File: config.mk
export PLATFORM = sky130hd
export DESIGN_NAME = serial_add_ctrl
export DESIGN_NICKNAME = d
export VERILOG_FILES = /design/src/rtl/serial_add_ctrl.sv
export SDC_FILE = /design/constraint.sdc
export NUM_CORES = 1
export LEC_CHECK = 0
export CORE_ASPECT_RATIO = 0.9
export CORE_MARGIN = 2
export CORE_UTILIZATION = 55
export DETAILED_ROUTE_END_ITERATION = 10
export GPL_ROUTABILITY_DRIVEN = 0
export PLACE_DENSITY = 0.84
export SETUP_SLACK_MARGIN = 0.1
export SYNTH_ARGS = -nofsm -noshare
export SYNTH_HDL_FRONTEND = slang
export SYNTH_HIERARCHICAL = 1
export SYNTH_SLANG_ARGS = --single-unit
File: constraint.sdc
create_clock -name clk_in -period 2.39 [get_ports clk_in]
set_input_delay 0.3585 -clock clk_in [delete_from_list [all_inputs] [get_ports clk_in]]
set_output_delay 0.3585 -clock clk_in [all_outputs]
set_load 0.05 [all_outputs]
File: src/rtl/serial_add_ctrl.sv
// rtl/serial_add_ctrl.sv - bit-serial add/subtract sequencer around a one-bit full adder
// LSB-first, one bit per clock, registered carry loop, start/busy/done handshake.

module serial_add_fa (
   input  logic a_i,
   input  logic b_i,
   input  logic cin_i,
   output logic sum_o,
   output logic cout_o
);
   assign sum_o  = a_i ^ b_i ^ cin_i;
   assign cout_o = (a_i & b_i) | (cin_i & (a_i ^ b_i));
endmodule

module serial_add_ctrl #(
   parameter int WIDTH = 8
) (
   input  logic             clk_in,
   input  logic             rst_n_in,
   input  logic             start_in,
   input  logic             sub_in,
   input  logic [WIDTH-1:0] a_in,
   input  logic [WIDTH-1:0] b_in,
   output logic             busy_out,
   output logic             done_out,
   output logic [WIDTH-1:0] sum_out,
   output logic             carry_out,
   output logic             overflow_out
);
   localparam int CW = $clog2(WIDTH);

   typedef enum logic [1:0] {S_IDLE, S_RUN, S_DONE} state_t;

   state_t           state_q, state_d;
   logic [WIDTH-1:0] a_q, a_d;
   logic [WIDTH-1:0] b_q, b_d;
   logic [WIDTH-1:0] res_q, res_d;
   logic             carry_q, carry_d;
   logic [CW-1:0]    cnt_q, cnt_d;
   logic [WIDTH-1:0] sum_q, sum_d;
   logic             cout_q, cout_d;
   logic             ovf_q, ovf_d;
   logic             busy_q, busy_d;
   logic             done_q, done_d;
   logic             fa_sum, fa_cout;

   serial_add_fa u_fa (
      .a_i    (a_q[0]),
      .b_i    (b_q[0]),
      .cin_i  (carry_q),
      .sum_o  (fa_sum),
      .cout_o (fa_cout)
   );

   always_comb begin
      state_d = state_q;
      a_d     = a_q;
      b_d     = b_q;
      res_d   = res_q;
      carry_d = carry_q;
      cnt_d   = cnt_q;
      sum_d   = sum_q;
      cout_d  = cout_q;
      ovf_d   = ovf_q;
      case (state_q)
         S_IDLE, S_DONE: begin
            if (start_in) begin
               a_d     = a_in;
               b_d     = sub_in ? ~b_in : b_in;
               carry_d = sub_in;
               cnt_d   = '0;
               state_d = S_RUN;
            end else begin
               state_d = S_IDLE;
            end
         end
         S_RUN: begin
            a_d     = a_q >> 1;
            b_d     = b_q >> 1;
            res_d   = {fa_sum, res_q[WIDTH-1:1]};
            carry_d = fa_cout;
            cnt_d   = cnt_q + CW'(1);
            if (cnt_q == CW'(WIDTH - 1)) begin
               // On the final bit carry_q is the carry into the MSB.
               sum_d   = {fa_sum, res_q[WIDTH-1:1]};
               cout_d  = fa_cout;
               ovf_d   = carry_q ^ fa_cout;
               state_d = S_DONE;
            end
         end
         default: state_d = S_IDLE;
      endcase
      busy_d = (state_d == S_RUN);
      done_d = (state_d == S_DONE);
   end

   always_ff @(posedge clk_in or negedge rst_n_in) begin
      if (!rst_n_in) begin
         state_q <= S_IDLE;
         a_q     <= '0;
         b_q     <= '0;
         res_q   <= '0;
         carry_q <= 1'b0;
         cnt_q   <= '0;
         sum_q   <= '0;
         cout_q  <= 1'b0;
         ovf_q   <= 1'b0;
         busy_q  <= 1'b0;
         done_q  <= 1'b0;
      end else begin
         state_q <= state_d;
         a_q     <= a_d;
         b_q     <= b_d;
         res_q   <= res_d;
         carry_q <= carry_d;
         cnt_q   <= cnt_d;
         sum_q   <= sum_d;
         cout_q  <= cout_d;
         ovf_q   <= ovf_d;
         busy_q  <= busy_d;
         done_q  <= done_d;
      end
   end

   assign busy_out     = busy_q;
   assign done_out     = done_q;
   assign sum_out      = sum_q;
   assign carry_out    = cout_q;
   assign overflow_out = ovf_q;

endmodule
# [Yosys cells after proc, flatten, opt, wreduce, memory -nomap -nowiden]
# Index checks and enable logic that the tools add are counted.
[totals] register_bits=42 in_bits=20 out_inout_bits=12 wordCells=42
[classes] addsub=1 eq_ne=6 n_mux=12 n_bitwise=7 n_reduce_logical=5
[ops] operator="$pmux W8 S2" n=2
[ops] operator="$mux W8" n=3
[ops] operator="$not A8 Y8" n=1
[ops] operator="$pmux W3 S2" n=1
[ops] operator="$eq A2 B1 Y1 const B" n=2
[ops] operator="$eq A2 B2 Y1 const B" n=2
[ops] operator="$pmux W2 S2" n=1
[ops] operator="$reduce_and A2 Y1" n=2
[ops] operator="$add A3 B1 Y3 const B" n=1
[ops] operator="$eq A3 B3 Y1 const B" n=1
[ops] operator="$mux W3" n=1
[ops] operator="$xor A1 B1 Y1" n=3
[ops] operator="$and A1 B1 Y1" n=2
[ops] operator="$logic_not A2 Y1" n=1
[ops] operator="$mux W1" n=2
[ops] operator="$mux W2" n=1
[ops] operator="$ne A2 B2 Y1 const B" n=1
[ops] operator="$pmux W1 S2" n=1
[ops] operator="$reduce_bool A2 Y1" n=1
[ops] operator="$reduce_or A2 Y1" n=1
[ops] operator="$or A1 B1 Y1" n=1

# [Longest topological paths before layout]
# Gate-level depths: netlist (run 1).
[logic_depth] depth_word=4 mapped_depth=6 depth_no_buf=5

# [By module]
# Netlist (run 1), hierarchy kept.
[modules_own_cells] module="serial_add_ctrl" n_inst=1 cells_each=124 area_each_um2=1699.1 seq_area_each_um2=1026.0
[modules_own_cells] module="serial_add_fa" n_inst=1 cells_each=1 area_each_um2=20.0 seq_area_each_um2=0.0

# [Worst setup path before layout (run 1)]
# OpenSTA, ideal clock, no wires.
[synth_timing] path_kind="register to register" from="reg cnt_q[0]" to="reg cout_q, in the netlist carry_out" setup_time_ps=125 arrival_ps=1440 required_ps=2265 slack_ps=826 stages_incl_launch_ff=6 path_buffers=1 period_less_slack_ps=1564 path_cell_list="dfrtp_1 -> ha_1 -> ha_1 -> nand3b_1 -> buf_2 -> mux2_2"
[synth_via] elab_chain_len=2
[synth_rtl] item="from (decl)" line="39" rtl="logic [CW-1:0] cnt_q, cnt_d;"
[synth_rtl] item="from (signal assigned)" line="116" rtl="cnt_q <= cnt_d;"
[synth_rtl] item="$eq A3 B3 Y1" line="83" rtl="if (cnt_q == CW'(WIDTH - 1)) begin"
[synth_rtl] item="$reduce_and A2 Y1 (no line)"
[synth_rtl] item="to (signal assigned)" line="118" rtl="cout_q <= cout_d;"
[synth_rtl] item="to (decl)" line="41" rtl="logic cout_q, cout_d;"
# No other way between the ends.
# A chain may end at the register's enable or synchronous reset.

# [Worst setup path after layout (run 1)]
[layout_timing] from="reg state_q[0]" to="reg cnt_q[0]"
[layout_via] elab_chain_len=4
[layout_rtl] item="from (decl)" line="34" rtl="state_t state_q, state_d;"
[layout_rtl] item="from (signal assigned)" line="111" rtl="state_q <= state_d;"
[layout_rtl] item="$eq A2 B2 Y1 / $logic_not A2 Y1 (equally long branches)" line="65" rtl="case (state_q)"
[layout_rtl] item="$reduce_or A2 Y1" line="65"
[layout_rtl] item="$ne A2 B2 Y1 (no line) / $reduce_bool A2 Y1 (equally long branches)"
[layout_rtl] item="$reduce_and A2 Y1 (no line)"
# Several ways; a longest one is shown, not always the timed one.

==> flow_metrics.tcl, run 1 <==
set metrics [dict create \
    synth_flop_cell "dfrtp_1" \
    synth-seq-cells 41 \
    syn_area_sq_um 1719 \
    grt_pass1_vias 1128 \
    rows 19 \
    fin_util_pct 70.53 \
    tightest_slew_ns 1.245 \
    overflow 0 \
    synthDominantCellAreaShare_pct 59.68 \
    via_per_inst 5.495 \
    critical_path_class "flop to flop" \
    die_w_um 62.93 \
    grt_max_degree 42 \
    cts_tree "yes" \
    rr_worst_depth 3 \
    crit_fanout 20 \
    dieHeight_um 57.04 \
    ys_seq_area_share_pct 59.68 \
    synth_cell_types 20 \
    drcViolationCount 0 \
    pin_count 32 \
    synth_edf_count 0 \
    fin_crit_ns 1.914 \
    synthTopCellsByCount "dfrtp_1 (41), mux2_2 (17), a22o_1 (12)" \
    fin_ws_ns 0.4759 \
    min_period_over_period_pct 80.09 \
    grt_pass1_wl_mm 5.175 \
    synth_area_leaders "dfrtp_1 (60%), mux2_2 (11%), a22o_1 (6.1%)" \
    layout-drive-gt1-share_pct 17.72 \
    post-cts-setup-buffer-count 0 \
    n_fill_cell 236 \
    portBuffers 31 \
    diodes 0 \
    arrival_ns 2.20 \
    finalHoldViolations 0 \
    cts_root_buf "clkbuf_4" \
    peakVddDrop_uv 647.9 \
    synth_nets 148 \
    initial_utilization_pct 56.94 \
    rsz0062_at_grt "false" \
    antenna_found_initial 0 \
    clk_transition_reported_paths_ns 0.11 \
    post_cts_resize_count 0 \
    place_ws_ns 0.1873 \
    clock_sinks 41 \
    synthCells 125 \
    dr.pass1.iters 4 \
    area_growth_pct 23.87 \
    cts_buffers 5 \
    hold_class "input pin to asynchronous set/reset pin" \
    dp_hpwl_mm 2.109 \
    wl_per_cell_um 14.84 \
    cts_hold_buffers 0 \
    power_density_nw_per_um2 1448 \
    tns_ns 0 \
    clock.fmax_ghz 0.5224 \
    vias 1099 \
    h-tree-depth 2 \
    p_leak_nw 0.9950 \
    drt-total-wl_mm 2.968 \
    cts_buffer_depth 2 \
    coreArea_sq_um 3019 \
    clk_latency_ns 0.35 \
    drv_slew 0 \
    cp-end-kind "flop" \
    postRouteAntennaNets 0 \
    synth.avg_cell_area_sq_um 13.75 \
    cp.required_ns 2.68 \
    nNetsFinal 180 \
    status "complete, no violations" \
    setup-violations-final 0 \
    async_flop_share_pct 100.0 \
    grt_use_total_pct 19.09 \
    startpoint_type "flop" \
    yosysTopAreaCell "dfrtp_1" \
    dr.first_iter.drc_count 33 \
    max-slew-margin-rel_pct 16.72 \
    ys_warn_count 6 \
    skew_ns 0.01289 \
    drv_cap 0 \
    synth.most_common_cell "dfrtp_1" \
    die_area_sq_um 3590 \
]
[per-stage QoR]
| stage | hold slack (ns) | total power, mW | instances | area (sq um) |
|---|---|---|---|---|
| 3_3_place_gp | 0.4589 | 2.569 | 192 | 2044 |
| 6_report | 0.1166 | 3.083 | 200 | 2130 |
| 5_1_grt | 0.1705 | 3.292 | 200 | 2130 |
| 2_1_floorplan | 0.06291 | 2.274 | 125 | 1719 |
| 4_1_cts | 0.1378 | 3.111 | 200 | 2130 |
| 3_5_place_dp | 0.4656 | 2.652 | 192 | 2044 |
[kinds of logic after synthesis]
| kind of cell | count (synthesis) | share of synthesized area [%] |
|---|---|---|
| xor gates and xnor gates | 9 | 4.585 |
| muxes | 17 | 11.14 |
| buffers and inverters | 12 | 3.857 |
| DFF | 41 | 59.68 |
| AOI/OAI and AO/OA | 30 | 14.56 |
| adders and majority gates | 3 | 2.620 |
| and+or+nand+nor | 13 | 3.567 |
[report_power, final]
group	switching, mW	internal [mW]
Combinational	0.747	0.658
Clock	0.211	0.250
Sequential	0.197	1.02
Total	1.16	1.93
[final cells by class]
cell class                 count  area (sq um)  area share, %
multi-input combinational     72         626.9          29.44
sequential                    41          1026          48.18
inverter                       3         11.26         0.5288
tap                           42         52.55          2.468
timing repair buffer          34         327.8          15.39
clock buffer                   7         55.05          2.585
clock inverter                 1         30.03          1.410
[layer usage]
| metal | up-vias | track usage, % | wire length, um |
|---|---|---|---|
| met5 | - | 0 | 0 |
| met4 | 0 | 8.254 | 61 |
| met3 | 8 | 5.523 | 189 |
| met2 | 42 | 31.31 | 1501 |
| met1 | 542 | 23.99 | 1215 |
| li1 | 507 | - | - |
[path summary, 6_finish.rpt]
kind                            start       end  slack (ns)
setup / recovery           state_q[0]  cnt_q[0]        0.48
hold / removal               rst_n_in  busy_out        0.12
setup reg to reg           state_q[0]  cnt_q[0]        0.48
hold reg to reg                a_q[4]    a_q[4]        0.49
max in group asynchronous    rst_n_in  res_q[3]        1.72
min in group clk_in            a_q[4]    a_q[4]        0.49
[critical path: stages, from the launching register on]
cell	delay, ns
dfrtp_1	0.42
and2b_1	0.17
nor2_1	0.94
mux2_2	0.32
[cells in the final DEF, fill, tap and decap left out, drive strengths merged, types with 2 or more instances in the layout]
| master | count |
|---|---|
| dfrtp | 41 |
| o21ai | 3 |
| a221o | 7 |
| xnor2 | 8 |
| ha | 2 |
| clkbuf | 7 |
| nor2 | 8 |
| buf | 4 |
| inv | 3 |
| a22o | 12 |
| clkdlybuf4s50 | 30 |
| a21o | 8 |
| mux2 | 17 |
[flip-flops by register name, summed over array words and instances, names as in the netlist]
| signal | cells |
|---|---|
| a_q | 8 |
| b_q | 8 |
| sum_out | 8 |
| res_q | 7 |
| cnt_q | 3 |
| state_q | 2 |
| busy_out | 1 |
| carry_out | 1 |
| carry_q | 1 |
| done_out | 1 |
| overflow_out | 1 |
No activity file was read; power rests on OpenSTA's default activity.
==> run 2: changes to the inputs <==
--- a/config.mk
+++ b/config.mk
@@ -7,10 +7,10 @@
 export LEC_CHECK = 0
 export CORE_ASPECT_RATIO = 0.9
 export CORE_MARGIN = 2
-export CORE_UTILIZATION = 55
+export CORE_UTILIZATION = 46
 export DETAILED_ROUTE_END_ITERATION = 10
 export GPL_ROUTABILITY_DRIVEN = 0
-export PLACE_DENSITY = 0.84
+export PLACE_DENSITY = 0.76
 export SETUP_SLACK_MARGIN = 0.1
 export SYNTH_ARGS = -nofsm -noshare
 export SYNTH_HDL_FRONTEND = slang
==> constraint.sdc (replaced) <==
create_clock -name clk_in -period 1.66 [get_ports clk_in]
set_input_delay 0.249 -clock clk_in [delete_from_list [all_inputs] [get_ports clk_in]]
set_output_delay 0.249 -clock clk_in [all_outputs]
set_load 0.05 [all_outputs]
==> run 2 against run 1 <==
  * Global-route usage down 3.2 points
  * Sequential power is 43% higher
  * Count of clock-buffer cells in the layout down 1
  * Clock power increased by 76%
  * Hold slack got worse by 0.11 ns
  * Via count is 1.3% lower
  * Core utilization is 11 points lower
  * Power grew 49%
  * Sequential share of layout area shrank 1.2 points
  * Register-to-register slack worse by 0.36 ns
  * First-iteration DRC count up 39%
  * Combinational power up 46%
==> flow_metrics.tcl, run 2 (synthesis gave the netlist of run 1 again) <==
set metrics [dict create \
    status "complete, no violations" \
    dr.pass1.iters 4 \
    drv_slew 0 \
    drcViolationCount 0 \
    p_leak_nw 1.042 \
    rsz0062_at_grt "true" \
    dp_hpwl_mm 2.080 \
    grt_max_degree 42 \
    postRouteAntennaNets 0 \
    max-slew-margin-rel_pct 66.54 \
    cts_root_buf "clkbuf_8" \
    drv_cap 0 \
    layout-drive-gt1-share_pct 27.95 \
    die_w_um 68.44 \
    cts_tree "yes" \
    tightest_slew_ns 0.5019 \
    n_fill_cell 282 \
    coreArea_sq_um 3652 \
    clock.fmax_ghz 0.6488 \
    arrival_ns 1.71 \
    antenna_found_initial 0 \
    dieHeight_um 62.00 \
    clk_transition_reported_paths_ns 0.07 \
    cts_hold_buffers 0 \
    rows 21 \
    die_area_sq_um 4243 \
    place_ws_ns -0.5095 \
    layout_commonest_cell "dfrtp_1" \
    area_growth_pct 26.93 \
    finalHoldViolations 0 \
    pin_count 32 \
    power_density_nw_per_um2 2107 \
    min_period_over_period_pct 92.85 \
    fin_crit_ns 1.541 \
    clock_sinks 41 \
    vias 1085 \
    diodes 0 \
    via_per_inst 5.242 \
    startpoint_type "flop" \
    h-tree-depth 2 \
    multiInputGateArea_sq_um 634.4 \
    cts_buffer_depth 2 \
    crit_path_max_incr_delay_ns 0.39 \
    fin_ws_ns 0.1187 \
    grt_pass1_wl_mm 4.816 \
    fin_util_pct 59.75 \
    crit_fanout 12 \
    crit_top_cell "ha_1" \
    seq_area_sq_um 1026 \
    cp-end-kind "flop" \
    cp.required_ns 1.83 \
    hold_class "input pin to asynchronous set/reset pin" \
    critical_path_class "flop to flop" \
    drt-total-wl_mm 2.928 \
    overflow 0 \
    grt_use_total_pct 15.94 \
    grt_pass1_vias 1036 \
    clk_latency_ns 0.29 \
    cts_buffers 5 \
    skew_ns 0.006419 \
    cp_slowest_cell "dfrtp_1" \
    peakVddDrop_uv 788.2 \
    crit_chain "ha_1 -> ha_1 -> nand3b_1 -> buf_12 -> mux2_2" \
    initial_utilization_pct 47.07 \
    portBuffers 31 \
    nNetsFinal 183 \
    setup-violations-final 0 \
    layout_common_cells "dfrtp_1 (41), clkdlybuf4s50_1 (18), mux2_2 (17), buf_4 (17), a22o_1 (12)" \
    dr.first_iter.drc_count 46 \
    wl_per_cell_um 14.14 \
]
==> run 2: per-layer routing <==
layer,part of all wire (%),global-route usage [%]
met5,0,0
met4,1.1,4.286
met1,43,19.26
met2,51,26.51
met3,5.7,6.667
==> run 2: path summary, 6_finish.rpt <==
path,cells after the start,end,startpoint,slack [ns]
worst min register to register,1,a_q[3],a_q[3],0.49
worst max-delay path,5,sum_out[3],cnt_q[0],0.12
min in group clk_in,1,a_q[3],a_q[3],0.49
worst max register to register,5,sum_out[3],cnt_q[0],0.12
max in group asynchronous,2,done_out,rst_n_in,1.30
worst min-delay path,2,sum_out[3],rst_n_in,0.01
==> run 2: worst max-delay path, delay by kind of cell, from the launching register on <==
kind          cells  cell delay [ns]
flops             1             0.39
buf+inv           1             0.15
fa+ha+maj         2             0.40
mux               1             0.34
simple gates      1             0.14
==> run 2: through the flow <==
step                instances  power, mW  setup TNS (ns)  cell area, sq um  hold WS [ns]
finish                    207      4.597               0              2182      0.009746
global route              207      4.897               0              2182       0.04702
CTS                       206      4.644               0              2175       0.01972
detailed placement        198      3.798          -9.192              2047        0.3372
global placement          198      3.677          -6.866              2047        0.3235
floorplan                 125      3.276               0              1722      -0.04659
==> run 2: power breakdown <==
part	leakage (nW)	switching [mW]	internal [mW]
clock network	0.0574	0.324	0.488
logic	0.478	1.11	0.930
registers	0.506	0.275	1.47
==> run 2: final cells by class <==
class                      instances  share of cell area [%]
tap                               46                   2.638
clock inverter                     2                   1.720
clock buffer                       6                   3.784
sequential                        41                   47.02
multi-input combinational         72                   29.07
inverter                           3                  0.5161
timing repair buffer              37                   15.25
==> run 2: what timing repair did <==
action / in CTS / in global routing
buffers inserted: 0 / 1
endpoints found under the setup margin: 20 / 9
resized for setup: 2 / 0
==> edit 1 (config.mk and constraints of run 1) <==
Change the parameter `WIDTH` from 8 to 16.
--- a/src/rtl/serial_add_ctrl.sv
+++ b/src/rtl/serial_add_ctrl.sv
@@ -13,7 +13,7 @@
 endmodule
 
 module serial_add_ctrl #(
-   parameter int WIDTH = 8
+   parameter int WIDTH = 16
 ) (
    input  logic             clk_in,
    input  logic             rst_n_in,
Interface: changed (resized a_in, b_in and sum_out); port bits go from 32 to 56. The function was not compared with the original's and may differ.
==> edit 1 against run 1 <==
- clock skew down 0.0040 ns
- final area grew 84%
- largest power group unchanged
- sequential share of layout area fell by 0.92 points
- critical path type is now reg -> out
- total power grew 75%
- sequential cell count increased by 33
- routed wire length rose by 100%
- count of clock-buffer cells in the layout up 3
- area after synthesis rose by 84%
- worst setup slack better by 0.041 ns
==> edit 1: results (changes against run 1) <==
Drt
  • Vias: 2204 (was 1099)
  • 1st-iter DRT viols: 137 (was 33)
  • Aggregate routed wire length: 5950 um (was 2970 um)
  • Routed len/inst: 14.8 um (about the same)

CTS
  • Setup bufs post-CTS: 0 (unchanged)
  • Clock latency on the worst-skew pair: 0.34 ns
  • CTS Buf Count: 9 (was 5)
  • CTS-repair resized insts: 0 (unchanged)
  • Clock slew at the register clock pins of the worst setup and hold paths: 0.08 ns (was 0.11 ns)
  • Root Driver: clkbuf_8 (was clkbuf_4)
  • CTS HTree Levels: 3 (was 2)

Power
  • Sw Share: 0.394 (was 0.375)
  • Pleak: 1.82 nW (was 0.995 nW)
  • Peak VDD IR: 0.933 mV (was 0.648 mV)

Place
  • PortBufs: 55 (was 31)
  • DP HPWL: 3910 um (was 2110 um)
  • DP Cell Count: 386 (was 192)

GRT
  • Largest net degree at the start of global routing: 75 (was 42)
  • Vias in the first global route: 2102 (was 1128)
  • GRT met3 Usage: 0.0628 (was 0.0552)
  • First-pass GRT wire length: 10300 um (was 5180 um)
  • Grt met2 use: 0.312 (was 0.313)
  • GR Util All Layers: 0.204 (was 0.191)
  • Grt met1 use: 0.279 (was 0.240)

Logic synthesis
  • Synth warnings: 6 (unchanged)
  • Avg Cell Area, Syn: 11.4 um^2 (was 13.8 um^2)
  • Top cells by area, synth: dfrtp_1 58%, nand2_1 7.4%, a221o_1 4.7% (was dfrtp_1 60%, mux2_2 11%, a22o_1 6.1%)
  • Async set-or-reset flop fraction in the synthesized netlist: 1.00 (unchanged)
  • Post-Syn Nets: 315 (was 148)
  • Post-synthesis sequential area ratio: 0.585 (was 0.597)
  • Synth unique cells: 30 (was 20)
  • EDFF count, synth: 0 (unchanged)
  • Post-synth top cells: 74 x dfrtp_1, 62 x nand2_1, 17 x nand3_1 (was 41 x dfrtp_1, 17 x mux2_2, 12 x a22o_1)

Setup path
  • Crit path largest cell delay: 0.82 ns (was 0.94 ns)
  • Worst-path fanout max: 2 (was 20)
  • CP top delay family: buffers and inverters (was simple AND/OR/NAND/NOR gates)
  • R2r setup slk: 0.64 ns (was 0.48 ns)
  • Slowest cell on crit path: clkdlybuf4s50_1 (was nor2_1)
  • CP arrival: 1.51 ns (was 2.20 ns)
  • Critical Path Start: carry_out$_DFFE_PN0P_ (was state_q[0]$_DFF_PN0_)

Finish
  • Nets: 365 (was 180)
  • N_diodes: 0 (unchanged)
  • Fillers: 428 (was 236)
  • Layout cell share with drive strength beyond 1: 0.124 (was 0.177)

Timing
  • Layout Skew: 0.00884 ns (was 0.0129 ns)
  • Hold Slack: 0.138 ns (was 0.117 ns)
  • Rel. slew slack: 0.404 (was 0.167)

Run status
  • Status: complete, no violations (unchanged)
-- edit 1: cell types whose count changed after synthesis, moves of 8 or more --
cell | before | now
nand2_1 | 1 | 62
nand3_1 | 0 | 17
a221o_1 | 7 | 15
a22o_1 | 12 | 4
a22oi_1 | 0 | 16
mux2_4 | 0 | 8
a21o_1 | 8 | 0
mux2_2 | 17 | 9
dfrtp_1 | 41 | 74
xnor2_1 | 8 | 16
-- edit 1: layout make-up --
| class | instances | area [um^2] | share of cell area |
|---|---|---|---|
| clock inverters | 5 | 55.1 | 0.0140 |
| flip-flops and latches | 74 | 1850 | 0.473 |
| well taps | 70 | 87.6 | 0.0223 |
| clock buffers | 10 | 138 | 0.0351 |
| multi-input cells | 182 | 1200 | 0.307 |
| repair buffers | 60 | 586 | 0.149 |
-- edit 1: cell families (layout without fill, tap and decap cells) --
group / after synthesis / after routing / synth area share
buffers and inverters: 21 / 75 / 0.0356
AO/OA/AOI/OAI: 40 / 40 / 0.104
XOR/XNOR: 17 / 17 / 0.0470
adder cells (fa/ha/maj): 2 / 2 / 0.0103
flip-flops: 74 / 74 / 0.585
AND/OR/NAND/NOR: 104 / 104 / 0.142
multiplexers: 19 / 19 / 0.0763
-- edit 1: metrics by stage --
step / instance area (um^2) / setup slack (ns) / utilization
finish: 3920 / 0.517 / 0.696
global route: 3920 / 0.450 / 0.696
CTS: 3920 / 0.481 / 0.696
detailed placement: 3730 / 0.534 / 0.662
global placement: 3730 / 0.609 / 0.662
floorplan: 3170 / 0.788 / -
-- edit 1: power groups by stage --
stage                     sequential [mW]  clock (mW)  combinational (mW)
after CTS                            2.17       0.968                2.31
after detailed placement             2.19           0                2.30
after floorplan                      2.59           0                1.25
after global placement               2.17           0                2.23
final                                2.17       0.942                2.30
after global routing                 2.25        1.02                2.51
-- edit 1: routing by layer --
layer  share of wire  vias up
met5               0        -
met4           0.014        0
met3           0.046        7
met2            0.47       61
met1            0.47     1084
li1                -     1052
-- edit 1: worst register-to-register path: cells and delay by family (launching register included) --
kind | cells | cell delay, ns
flip-flops | 1 | 0.39
AND/OR/NAND/NOR | 2 | 0.86
multiplexers | 1 | 0.38
-- edit 1: final timing paths --
| kind | to | cells past startpoint |
|---|---|---|
| worst max register to register | carry_out$_DFFE_PN0P_ | 3 |
| worst min-delay path | b_q[10]$_DFFE_PN0P_ | 1 |
| worst max-delay path | carry_out | 1 |
| worst min register to register | res_q[1]$_DFFE_PN0P_ | 2 |
| max in group asynchronous | sum_out[2]$_DFFE_PN0P_ | 1 |
| min in group clk_in | res_q[1]$_DFFE_PN0P_ | 2 |
==> edit 2 (settings of run 1) <==
Made on the original files. Register the inputs `start_in`, `sub_in`, `a_in` and `b_in` before use, with the module's reset. The logic sees them one clock later.
--- a/src/rtl/serial_add_ctrl.sv
+++ b/src/rtl/serial_add_ctrl.sv
@@ -30,6 +30,25 @@
    localparam int CW = $clog2(WIDTH);
 
    typedef enum logic [1:0] {S_IDLE, S_RUN, S_DONE} state_t;
+
+   logic start_q;
+   logic sub_q;
+   logic [WIDTH-1:0] a_r;
+   logic [WIDTH-1:0] b_r;
+
+   always_ff @(posedge clk_in or negedge rst_n_in) begin
+      if (!rst_n_in) begin
+         start_q <= '0;
+         sub_q   <= '0;
+         a_r     <= '0;
+         b_r     <= '0;
+      end else begin
+         start_q <= start_in;
+         sub_q   <= sub_in;
+         a_r     <= a_in;
+         b_r     <= b_in;
+      end
+   end
 
    state_t           state_q, state_d;
    logic [WIDTH-1:0] a_q, a_d;
@@ -64,10 +83,10 @@
       ovf_d   = ovf_q;
       case (state_q)
          S_IDLE, S_DONE: begin
-            if (start_in) begin
-               a_d     = a_in;
-               b_d     = sub_in ? ~b_in : b_in;
-               carry_d = sub_in;
+            if (start_q) begin
+               a_d     = a_r;
+               b_d     = sub_q ? ~b_r : b_r;
+               carry_d = sub_q;
                cnt_d   = '0;
                state_d = S_RUN;
             end else begin
Function: changed (a bounded check fails within 4 cycles, from zero or initial values and one cycle with rst_n_in low).
==> edit 2 against run 1 <==
- area after synthesis rose by 26%
- clock skew fell by 0.0049 ns
- final area rose by 28%
- total power rose by 24%
- worst setup slack improved by 0.0099 ns
- fmax rose by 0.52%
- sequential share of layout area rose by 6.2 points
- synthesized cell count rose by 14%
- routed wire length rose by 17%
- sequential cell count rose by 18
- largest cell class unchanged
==> edit 2: results (changes against run 1) <==
Setup path
  • CP arrival: 2.11 ns (was 2.20 ns)
  • Worst-path fanout max: 17 (was 20)
  • R2R depth: 4 (was 3)

Finish
  • Layout cell share with drive strength beyond 1: 0.205 (was 0.177)
  • Final Non-Filler Cells: 231 (was 200)
  • Fillers: 248 (was 236)
  • Nets: 204 (was 180)

CTS
  • Clock slew at the register clock pins of the worst setup and hold paths: 0.06 ns (was 0.11 ns)
  • Root Driver: clkbuf_8 (was clkbuf_4)
  • CTS Buf Count: 9 (was 5)
  • Clock latency on the worst-skew pair: 0.33 ns (was 0.35 ns)
  • CTS HTree Levels: 3 (was 2)

Logic synthesis
  • Top cells by area, synth: dfrtp_1 68%, mux2_2 8.8%, a22o_1 4.8% (was dfrtp_1 60%, mux2_2 11%, a22o_1 6.1%)
  • Post-synth top cells: 59 x dfrtp_1, 17 x mux2_2, 12 x a22o_1 (was 41 x dfrtp_1, 17 x mux2_2, 12 x a22o_1)
  • Post-Syn Nets: 166 (was 148)
  • Cells after synthesis: 143 (was 125)
  • Post-synthesis sequential area ratio: 0.680 (was 0.597)
  • Synth unique cells: 21 (was 20)

Drt
  • Vias/cell: 5.29 (was 5.50)
  • 1st-iter DRT viols: 86 (was 33)
  • Routed len/inst: 15.0 um (was 14.8 um)

Timing
  • Layout Skew: 0.00802 ns (was 0.0129 ns)
  • Worst slew pin tran: 0.767 ns (was 1.24 ns)

Place
  • DP Cell Count: 215 (was 192)
  • Place WS: 0.488 ns (was 0.187 ns)
  • Area post-placement: 2510 um^2 (was 2040 um^2)
  • DP HPWL: 2460 um (was 2110 um)

GRT
  • Vias in the first global route: 1317 (was 1128)
  • GR Util All Layers: 0.194 (was 0.191)
  • Largest net degree at the start of global routing: 24 (was 42)
  • First-pass GRT wire length: 6280 um (was 5180 um)

Power
  • Peak VDD IR: 0.632 mV (was 0.648 mV)
  • Pleak: 1.28 nW (was 0.995 nW)

Run status
  • Status: complete, no violations (unchanged)
==> edit 2: cell count changes in the layout (fill, tap and decap cells not counted), sizes merged <==
cell / change
and2b: -1
clkinv: +1
dlygate4sd3: +1
dfrtp: +18
clkbuf: +7
bufinv: -1
nor2b: +1
buf: +1
==> edit 2: layer usage <==
layer  share of wire  up-vias  track usage
met5               0        -            0
met4          0.0089        0       0.0721
met3           0.054        4        0.101
met2            0.51       28        0.294
met1            0.42      617        0.238
li1                -      573            -
==> edit 2: what timing repair did <==
item,in CTS,in global routing
hold buffers,1,0
hold endpoints to repair,18,0
buffers inserted,0,0
==> edit 2: final timing paths <==
kind / startpoint / end / slack [ns]
max: state_q[0]$_DFF_PN0_ / b_q[5]$_DFFE_PN0P_ / 0.49
min reg2reg: a_r[7]$_DFF_PN0_ / a_q[7]$_DFFE_PN0P_ / 0.47
min: b_in[7] / b_r[7]$_DFF_PN0_ / 0.47
max reg2reg: state_q[0]$_DFF_PN0_ / b_q[5]$_DFFE_PN0P_ / 0.49
max in group asynchronous: rst_n_in / a_q[4]$_DFFE_PN0P_ / 1.25
min in group asynchronous: rst_n_in / sub_q$_DFF_PN0_ / 0.50
==> edit 2: kinds of logic after synthesis <==
| kind of cell | synth area share |
|---|---|
| AOI/OAI and AO/OA | 0.115 |
| buffers and inverters | 0.0317 |
| and+or+nand+nor | 0.0277 |
| xor gates and xnor gates | 0.0363 |
| adders and majority gates | 0.0207 |
| DFF | 0.680 |
| muxes | 0.0882 |
==> edit 2: cell type report <==
cell class	instances	area share
sequential	59	0.544
clock inverter	1	0.00184
tap	46	0.0212
inverter	3	0.00415
timing repair buffer	36	0.127
clock buffer	14	0.0709
multi-input combinational	72	0.231
==> edit 2: stage by stage <==
| step | util | total power, mW |
|---|---|---|
| 2_1_floorplan | - | 2.60 |
| 3_3_place_gp | 0.668 | 2.92 |
| 3_5_place_dp | 0.668 | 2.99 |
| 4_1_cts | 0.723 | 3.87 |
| 5_1_grt | 0.723 | 4.07 |
| 6_report | 0.723 | 3.82 |
==> edit 2: critical path: stages, from the launching register on <==
cell	delay, ns
dfrtp_1	0.40
nor2b_1	0.61
nor2_1	0.20
buf_4	0.26
a221o_1	0.31
==> edit 2: report_power, final <==
| group | switching [mW] | leakage (nW) | internal [mW] |
|---|---|---|---|
| registers | 0.197 | 0.717 | 1.34 |
| logic | 0.760 | 0.454 | 0.666 |
| clock network | 0.340 | 0.105 | 0.510 |
| total | 1.30 | 1.28 | 2.52 |
